File: src/rtl/dorodon_input.sv
// dorodon_input: player-input front end for the Dorodon core.
// Decodes hps_io PS/2 key events, merges them with the joystick word,
// applies the orientation remap and drives the active-low button vectors
// of the ladybug core, including a timed coin pulse raised by start presses.
// Optional feature macro: DORODON_KBD_EN (keyboard decode; joystick only when undefined).
module dorodon_input #(
    parameter int COIN_LEN = 1_000_000,
    parameter int COIN_GAP = 1_000_000
) (
    input  logic        CLK_IN,
    input  logic        I_RESET_N,
    input  logic [64:0] ps2_key,
    input  logic [15:0] joy,
    input  logic        rotate,
    output logic [1:0]  o_coin_s,
    output logic [1:0]  o_fire_s,
    output logic [1:0]  o_bomb_s,
    output logic [1:0]  o_up_s,
    output logic [1:0]  o_down_s,
    output logic [1:0]  o_left_s,
    output logic [1:0]  o_right_s,
    output logic [1:0]  o_select_s
);

    localparam int MAXC = (COIN_LEN > COIN_GAP) ? COIN_LEN : COIN_GAP;
    localparam int CW   = $clog2(MAXC) + 1;

    // key-state vector indices
    localparam int KB_UP    = 0;
    localparam int KB_DOWN  = 1;
    localparam int KB_LEFT  = 2;
    localparam int KB_RIGHT = 3;
    localparam int KB_FIRE  = 4;
    localparam int KB_BOMB  = 5;
    localparam int KB_F1    = 6;
    localparam int KB_F2    = 7;

    logic [7:0] kb;

    // only the low joystick byte carries buttons
    logic unused_joy;
    assign unused_joy = ^joy[15:8];

`ifdef DORODON_KBD_EN
    logic       tog_q;
    logic       armed_q;
    logic [7:0] kb_q;
    logic       evt;
    logic       ext;
    logic       pressed;

    // One event per toggle of bit 64; PRNSCR/PAUSE words carry extra bytes and are skipped.
    assign evt     = armed_q && (ps2_key[64] != tog_q) && (ps2_key[63:24] == 40'd0);
    // E0 sits in the prefix byte for a press, or ahead of F0 for a release
    assign ext     = (ps2_key[15:8] == 8'hE0) || (ps2_key[23:16] == 8'hE0);
    assign pressed = (ps2_key[15:8] != 8'hF0);

    // Toggle tracking and key-state flops; the first clock after reset only samples the toggle.
    always_ff @(posedge CLK_IN or negedge I_RESET_N) begin
        if (!I_RESET_N) begin
            tog_q   <= 1'b0;
            armed_q <= 1'b0;
            kb_q    <= '0;
        end else begin
            tog_q   <= ps2_key[64];
            armed_q <= 1'b1;
            if (evt) begin
                case (ps2_key[7:0])
                    8'h75: kb_q[KB_UP]    <= pressed;
                    8'h72: kb_q[KB_DOWN]  <= pressed;
                    8'h6B: kb_q[KB_LEFT]  <= pressed;
                    8'h74: kb_q[KB_RIGHT] <= pressed;
                    8'h14: if (!ext) kb_q[KB_FIRE] <= pressed;
                    8'h29: if (!ext) kb_q[KB_BOMB] <= pressed;
                    8'h05: if (!ext) kb_q[KB_F1]   <= pressed;
                    8'h06: if (!ext) kb_q[KB_F2]   <= pressed;
                    default: ;
                endcase
            end
        end
    end

    assign kb = kb_q;
`else
    logic unused_ps2;
    assign unused_ps2 = ^ps2_key;
    assign kb         = '0;
`endif

    // merged (active-high) levels
    logic up, down, left, right, fire, bomb, start1, start2;

    // Keyboard/joystick merge with the horizontal-orientation remap.
    always_comb begin
        up     = kb[KB_UP]    | joy[3];
        down   = kb[KB_DOWN]  | joy[2];
        left   = kb[KB_LEFT]  | joy[1];
        right  = kb[KB_RIGHT] | joy[0];
        if (rotate) begin
            up    = kb[KB_LEFT]  | joy[1];
            down  = kb[KB_RIGHT] | joy[0];
            left  = kb[KB_DOWN]  | joy[2];
            right = kb[KB_UP]    | joy[3];
        end
        fire   = kb[KB_FIRE] | joy[6];
        bomb   = kb[KB_BOMB] | joy[7];
        start1 = kb[KB_F1]   | joy[4];
        start2 = kb[KB_F2]   | joy[5];
    end

    logic       up_n_q, down_n_q, left_n_q, right_n_q, fire_n_q, bomb_n_q;
    logic [1:0] sel_n_q;
    logic       start_q, start_prev_q;

    // Register the merged levels inverted, plus the start level and its delayed copy for edge detect.
    always_ff @(posedge CLK_IN or negedge I_RESET_N) begin
        if (!I_RESET_N) begin
            up_n_q       <= 1'b1;
            down_n_q     <= 1'b1;
            left_n_q     <= 1'b1;
            right_n_q    <= 1'b1;
            fire_n_q     <= 1'b1;
            bomb_n_q     <= 1'b1;
            sel_n_q      <= 2'b11;
            start_q      <= 1'b0;
            start_prev_q <= 1'b0;
        end else begin
            up_n_q       <= ~up;
            down_n_q     <= ~down;
            left_n_q     <= ~left;
            right_n_q    <= ~right;
            fire_n_q     <= ~fire;
            bomb_n_q     <= ~bomb;
            sel_n_q      <= ~{start2, start1};
            start_q      <= start1 | start2;
            start_prev_q <= start_q;
        end
    end

    typedef enum logic [1:0] {IDLE, PULSE, GAP} state_t;

    state_t        state_q, state_d;
    logic [CW-1:0] cnt_q, cnt_d;
    logic          pend_q, pend_d;
    logic          trig;

    assign trig = start_q & ~start_prev_q;

    // Coin FSM state register; async reset drops any pulse in flight.
    always_ff @(posedge CLK_IN or negedge I_RESET_N) begin
        if (!I_RESET_N) begin
            state_q <= IDLE;
            cnt_q   <= '0;
            pend_q  <= 1'b0;
        end else begin
            state_q <= state_d;
            cnt_q   <= cnt_d;
            pend_q  <= pend_d;
        end
    end

    // Coin sequencing: LEN cycles low, GAP cycles high, one trigger remembered across a busy period.
    always_comb begin
        state_d = state_q;
        cnt_d   = cnt_q;
        pend_d  = pend_q;
        case (state_q)
            IDLE: begin
                if (trig) begin
                    state_d = PULSE;
                    cnt_d   = CW'(COIN_LEN - 1);
                end
            end
            PULSE: begin
                if (trig) pend_d = 1'b1;
                if (cnt_q == '0) begin
                    state_d = GAP;
                    cnt_d   = CW'(COIN_GAP - 1);
                end else begin
                    cnt_d = cnt_q - 1'b1;
                end
            end
            GAP: begin
                if (cnt_q == '0) begin
                    // a trigger on the exit cycle is treated as already pending
                    if (pend_q || trig) begin
                        state_d = PULSE;
                        cnt_d   = CW'(COIN_LEN - 1);
                        pend_d  = 1'b0;
                    end else begin
                        state_d = IDLE;
                    end
                end else begin
                    cnt_d = cnt_q - 1'b1;
                    if (trig) pend_d = 1'b1;
                end
            end
            default: begin
                state_d = IDLE;
                cnt_d   = '0;
                pend_d  = 1'b0;
            end
        endcase
    end

    assign o_coin_s   = {1'b1, (state_q != PULSE)};
    assign o_select_s = sel_n_q;
    assign o_up_s     = {1'b1, up_n_q};
    assign o_down_s   = {1'b1, down_n_q};
    assign o_left_s   = {1'b1, left_n_q};
    assign o_right_s  = {1'b1, right_n_q};
    assign o_fire_s   = {1'b1, fire_n_q};
    assign o_bomb_s   = {1'b1, bomb_n_q};

endmodule

File: config.mk
export PLATFORM = sky130hd
export DESIGN_NAME = dorodon_input
export DESIGN_NICKNAME = d
export VERILOG_FILES = /design/src/rtl/dorodon_input.sv
export SDC_FILE = /design/constraint.sdc
export NUM_CORES = 1
export LEC_CHECK = 0
export CORE_UTILIZATION = 44
export DETAILED_ROUTE_END_ITERATION = 6
export MAX_ROUTING_LAYER = met4
export PLACE_DENSITY_LB_ADDON = 0.08
export SETUP_SLACK_MARGIN = 0.02
export SLEW_MARGIN = 20
export SYNTH_ARGS = -nofsm -noshare
export SYNTH_HDL_FRONTEND = slang
export SYNTH_SLANG_ARGS = --single-unit
File: constraint.sdc
create_clock -name CLK_IN -period 4.35 [get_ports CLK_IN]
set_input_delay 0.87 -clock CLK_IN [delete_from_list [all_inputs] [get_ports CLK_IN]]
set_output_delay 0.87 -clock CLK_IN [all_outputs]
set_load 0.005 [all_outputs]
# Yosys cells after proc, flatten, opt, wreduce, memory -nomap -nowiden
# Cells that the tools add are included.
# totals
ff_bits,34
latchBits,0
ramBits,0
rom_bits,0
in_bits,84
output_inout_bits,16
word_cells,55
mem_count,0
# op_classes
n_addsub,1
n_mul,0
div,0
n_lt_le_gt_ge,0
n_eq_ne,7
shifts,0
mux,18
n_bitwise,11
n_reduce_logical,6
# op_table
op,count
two-way mux 21 bit,4
one-hot mux 21 bit (3 select lines),1
logical NOT 21 bit,1
"subtractor 21 x 1 -> 21 bit, second input constant",1
two-way mux 1 bit,8
NOT 1 bit,8
two-way mux 2 bit,3
"inequality test 2 bit, second input constant",3
one-hot mux 2 bit (3 select lines),1
AND reduction 2 bit,2
"inequality test 3 bit, second input constant",1
one-hot mux 1 bit (3 select lines),1
AND reduction 3 bit,1
"== test 2 x 1 -> 1 bit, second input constant",1
"== test 2 bit, second input constant",1
logical NOT 2 bit,1
"inequality test 2 x 1 -> 1 bit, second input constant",1
NOT 2 bit,1
AND 1 bit,1
logical OR 1 bit,1
OR 1 bit,1

# Depth between registers and ports, before layout
# logic_depth
depth_word,6
ltp_mapped,9
mapped_depth_nobuf,7

# Worst setup path before layout
# OpenSTA, ideal clock, no wires.
# synth_timing
kind,register to register
start,register cnt_q[9]
end,register cnt_q[2]
setup_ns,0.121
arrival_ns,2.019
required_ns,4.229
slack_ns,2.210
path_stages_with_launch,9
path_buffers,3
period_less_slack_ns,2.140
path_cell_list,dfrtp_1 -> or4_1 -> buf_2 -> and4bb_1 -> buf_2 -> a41o_2 -> buf_4 -> a21oi_1 -> o22a_1
# synth_via
elab_chain_cells,3
word_cells_on_any_way,6
cone_classes,eq/ne (1); mux (3); reduce/logical (2)
# synth_lines
item,line,source
start: declaration,143,"logic [CW-1:0] cnt_q, cnt_d;"
start signal: assignment,157,cnt_q <= cnt_d;
logical NOT 21 bit (*),"176, 184",
"two-way mux 21 bit, or another cell as far along",184,if (cnt_q == '0) begin
one-hot mux 21 bit (3 select lines) or AND reduction 2 bit (tied branches),--,
# Mark *: on every way between the ends. The rest lies on a longest branch, timed or not.
# A chain may end at the register's enable or synchronous reset.

# Final worst setup path
# layout_timing
start,register cnt_q[9]
end,register cnt_q[3]
# The elaborated chain is that of the path after synthesis.

==> flow_metrics.tcl <==
set metrics [dict create \
    outcome "finished, final reports clean" \
    cellPowerDensity_nw_per_um2 591 \
    die_height_um 69.9 \
    hpwl_um 3160 \
    report.final.slew_viol_count 0 \
    endpoint_kind "register" \
    synth_most_common_cell "dfrtp_1" \
    slew-limit-headroom_pct 37.3 \
    worstSetupPathType "reg2reg" \
    syn_area_per_cell_um2 9.35 \
    grt_pass1_vias 1637 \
    finalHoldViolCount 0 \
    htreeDepth 2 \
    min_path_type "reg2reg" \
    die_x_um 69.9 \
    routed_wl_um 4360 \
    layout-drive-gt1-share_pct 10.6 \
    seq_area_frac_synth_pct 42.4 \
    synth.largest_area_cell "dfrtp_1" \
    area_growth_pct 11.5 \
    io_pins 100 \
    synth-seq-cells 34 \
    num_rows 24 \
    nNetsFinal 316 \
    path_buf_inv 0 \
    initial_core_util_pct 46.3 \
    cts_root_buffer "clkbuf_8" \
    cts_tree "yes" \
    crit_required_ps 4550 \
    syn_area_um2 2030 \
    cpLargestDelayFamily "simple AND/OR/NAND/NOR gates" \
    firstDrtPassIters 4 \
    place_congestion 0.821 \
    cts.sinks 34 \
    vias_per_cell 5.84 \
    antenna_cells 0 \
    grtUsageTotal_pct 20.1 \
    postCtsHoldBufs 0 \
    wire_per_inst_um 15.6 \
    core_um2 4380 \
    drtIter0Drc 121 \
    ys_async_sr_fraction_pct 100 \
    clk_transition_reported_paths_ps 70 \
    rsz0062_at_grt "false" \
    clk_path_buf_depth 2 \
    max_freq_mhz 381 \
    vdd_ir_drop_max_mv 0.288 \
    place.port_buffers 19 \
    ys_top_cells_by_area "dfrtp_1 32%, dfstp_2 10%, buf_4 5.6%" \
    grt_first_pass_wirelength_um 7600 \
    ys_types 47 \
    grt_overflow_total 0 \
    design.die.area_um2 4890 \
    grt_antenna_before_repair 0 \
    critPathLaunchType "register" \
    yosysTopAreaCellShare_pct 32.1 \
    p_leak_nw 0.923 \
    period_minus_slack_ps 2630 \
    synthCells 217 \
    post_cts_buffers 0 \
    path_cells "or4_1 > and4bb_1 > a41oi_2 > a32o_1 > nor3_1" \
    synth_warnings 0 \
    route.vias.total 1629 \
    synth_edf_count 0 \
    finalClockSkew_ps 4.28 \
    drc 0 \
    grt_max_degree 35 \
    nFillCells 397 \
    ant_nets 0 \
    fin_tns_setup_ps 0 \
    worst_pin_slew_ps 940 \
    maxCapViolations 0 \
    cp_slowest_cell "or4_1" \
    critical_path_arrival_ps 2830 \
    synthFlopType "dfrtp_1" \
    finalCritPeriodShare_pct 60.4 \
    cts-resized-gates 0 \
    cts_made_buffers 5 \
    timing.hold.ws_ps 380 \
    synth_top_cells_by_count "26 x dfrtp_1, 17 x a21oi_1, 15 x buf_4, 15 x inv_1, 13 x nor2_1" \
    setup_viol_count_final 0 \
    cpPeakStageDelay_ps 650 \
    worstPathMaxFanout 13 \
    clkLatencyLatePin_ps 290 \
]
worst register-to-register path, stage by stage (launching register included):
cell and delay (ps):
dfrtp_1 440, or4_1 650, and4bb_1 490, a41oi_2 410, a32o_1 360, nor3_1 180
metal layers:
layer,vias up,GRT usage (%),part of all wire (%)
li1,795,-,-
met1,779,25.1,46
met2,47,32.3,48
met3,8,4.76,4.9
met4,0,6.44,1.4
met5,-,-,0
final cells by class:
| class | instances | area [um^2] | area share [%] |
|---|---|---|---|
| clock buffers | 6 | 82.6 | 3.65 |
| inverters | 15 | 56.3 | 2.49 |
| well taps | 52 | 65.1 | 2.88 |
| multi-input cells | 150 | 987 | 43.6 |
| clock inverters | 2 | 12.5 | 0.553 |
| flip-flops and latches | 34 | 861 | 38.1 |
| repair buffers | 20 | 198 | 8.74 |
cell usage in the layout (no fill, tap or decap), drive strengths merged, types with 5 or more instances in the layout:
cell type      instances
dfrtp                 26
o31a                   5
inv                   15
or4                    7
mux2i                  7
nor2                  13
a31oi                  7
o21ai                  8
a21oi                 18
clkdlybuf4s50         19
nand2                 12
clkbuf                 6
dfstp                  8
nor4                   8
ha                     6
nor3                   8
conb                   7
final timing paths:
kind	slack, ps	cells past startpoint	end	startpoint
max in group asynchronous	3030	2	down_n_q	I_RESET_N
max	1720	5	cnt_q[3]	cnt_q[9]
max reg2reg	1720	5	cnt_q[3]	cnt_q[9]
min reg2reg	380	0	start_prev_q	start_q
min in group asynchronous	990	2	cnt_q[10]	I_RESET_N
min	380	0	start_prev_q	start_q
logic make-up after synthesis:
kind of cell,Yosys count,share of synthesized area [%]
flip-flops,34,42.4
other,1,0.185
multiplexers,7,3.45
adder cells (fa/ha/maj),6,3.70
AO/OA/AOI/OAI,61,20.5
AND/OR/NAND/NOR,69,19.5
buffers and inverters,39,10.2
state kept, by name, summed over array words and instances (netlist names):
register,count
up_n_q,1
start_prev_q,1
start_q,1
right_n_q,1
fire_n_q,1
o_select_s,2
down_n_q,1
bomb_n_q,1
left_n_q,1
pend_q,1
cnt_q,21
state_q,2
power by group:
part,switching [mW],leakage [nW],internal (mW)
clock network,0.116,0.0472,0.127
logic,0.344,0.461,0.247
registers,0.103,0.415,0.400
metrics by stage:
step | power (mW) | instances | setup slack [ps] | instance area (um^2) | utilization (%)
detailed placement | 1.09 | 271 | 1740 | 2160 | 49.3
CTS | 1.34 | 279 | 1710 | 2260 | 51.5
floorplan | 0.958 | 223 | 2210 | 2050 | -
finish | 1.34 | 279 | 1720 | 2260 | 51.6
global route | 1.45 | 279 | 1520 | 2260 | 51.6
global placement | 1.07 | 271 | 1750 | 2160 | 49.3
Power figures use the tool's default switching activity.
==> RTL change, RTL diff (same settings) <==
Build with the macro `DORODON_KBD_EN` defined.
--- a/src/rtl/dorodon_input.sv
+++ b/src/rtl/dorodon_input.sv
@@ -3,6 +3,8 @@
 // applies the orientation remap and drives the active-low button vectors
 // of the ladybug core, including a timed coin pulse raised by start presses.
 // Optional feature macro: DORODON_KBD_EN (keyboard decode; joystick only when undefined).
+`define DORODON_KBD_EN
+
 module dorodon_input #(
     parameter int COIN_LEN = 1_000_000,
     parameter int COIN_GAP = 1_000_000
Check against the original RTL: not equivalent (a bounded check fails within 4 cycles, from zero or initial values and one cycle with I_RESET_N low).
==> RTL change against the unedited design <==
Area after synthesis increased by 31%. Critical endpoint is now kb[7]$_DFFE_PN0P_. Largest cell class unchanged. Cell count increased by 56%. Final area increased by 58%. Wire length increased by 48%. Sequential cell count increased by 10. Worst setup slack got worse by 0.067 ns. Total power increased by 19%.
==> RTL change: results (changes against the unedited design) <==
| Metric | Value |
|---|---|
| Reg2reg start | cnt_q[0]$_DFFE_PN0P_ |
| Worst reg2reg endpoint | state_q[0]$_DFFE_PN0P_ |
| Nets | 450 (+42%) |
| RePlAce Congestion | 0.853 (+3.9%) |
| Hpwl dp | 5070 µm (+61%) |
| Largest net degree at the start of global routing | 45 (+29%) |
| Seq/Total Area, Yosys | 41.9% (-0.52 points) |
| Status | complete, no violations |
| Post-synth cell types | 55 (+17%) |
| Port Buf Inserts | 84 (+65) |
| Non-clk buf share | 23.4% (+15 points) |
| Gr usage total | 22.6% (+2.5 points) |
| 1st-iter DRT viols | 133 (+9.9%) |
| Hold_sp | kb[5]$_DFFE_PN0P_ |
| DP Worst Slack | 1.32 ns (-0.422 ns) |
| Worst vdd ir | 224 µV (-22%) |
| Non-clk bufs | 84 (+320%) |
| Top cells by area, synth | dfrtp_1 34%, dfstp_2 7.9%, mux2_2 5.1%, buf_4 4.5%, nor4_1 4.5% |
| Commonest cells in the netlist | 36 x dfrtp_1, 29 x nor2_1, 20 x nand2_1 |
| FILL cells | 483 (+22%) |
| Top cell type's share of synthesized area | 34.0% (+1.9 points) |
| Critical path peak fanout | 6 (-7) |
| DR WL/cell | 14.9 µm (-5.0%) |
| Hold Path Depth | 1 (+1) |
| Placed instance area | 3460 µm² (+60%) |
| Worst Hold End | bomb_n_q$_DFF_PN1_ |
| Area Growth Syn to Fin | 34.6% |
| Skew final | 0.0115 ns (+0.00723 ns) |
| Via density | 5.65 (-3.2%) |
| Seq cells post-synth | 44 (+29%) |
| Global-route wire length before repair | 10800 µm (+42%) |
-- RTL change: cell types whose count changed after synthesis, sizes merged, moves of 6 or more --
cell   delta
nor4     +13
o21ai    +11
or4       -7
nand2     +8
nand4     +6
mux2i     -7
mux2     +13
dfrtp    +10
a21oi     -8
inv       -7
nor2     +16
nand3     +9
-- RTL change: worst max path at each step --
stage,from,endpoint,slack (ns),cells past startpoint
after floorplan,ps2_key[39],kb[5]$_DFFE_PN0P_,2.04,5
after global placement,ps2_key[39],kb[6]$_DFFE_PN0P_,1.32,6
after detailed placement,ps2_key[39],kb[7]$_DFFE_PN0P_,1.32,6
after CTS,ps2_key[39],kb[6]$_DFFE_PN0P_,1.64,6
after global routing,ps2_key[41],kb[6]$_DFFE_PN0P_,1.44,6
final,ps2_key[39],kb[7]$_DFFE_PN0P_,1.66,6
-- RTL change: per-stage QoR --
stage	total power [mW]	std cells	util [%]	hold WS, ns
final	1.59	434	63.2	0.394
after global routing	1.71	434	63.2	0.410
after CTS	1.59	434	63.2	0.395
after detailed placement	1.28	426	61.3	0.381
after global placement	1.27	426	61.3	0.378
after floorplan	1.08	290	-	0.357
-- RTL change: metal layers --
| layer | track usage [%] | part of all wire (%) |
|---|---|---|
| met1 | 27.6 | 43 |
| met2 | 38.6 | 51 |
| met3 | 4.57 | 5.4 |
| met4 | 4.73 | 0.82 |
| met5 | - | 0 |
-- RTL change: power groups by stage --
stage               registers [mW]  clock network (mW)  logic, mW
floorplan                    0.564                   0      0.514
global placement             0.580                   0      0.690
detailed placement           0.585                   0      0.697
CTS                          0.577               0.314      0.702
global route                 0.591               0.329      0.788
finish                       0.579               0.306      0.703
-- RTL change: critical path: stages --
cell	delay, ns
clkdlybuf4s50_1	0.40
nor4b_1	0.41
nand4_1	0.17
nor4_2	0.54
nand4_1	0.19
mux2_2	0.30
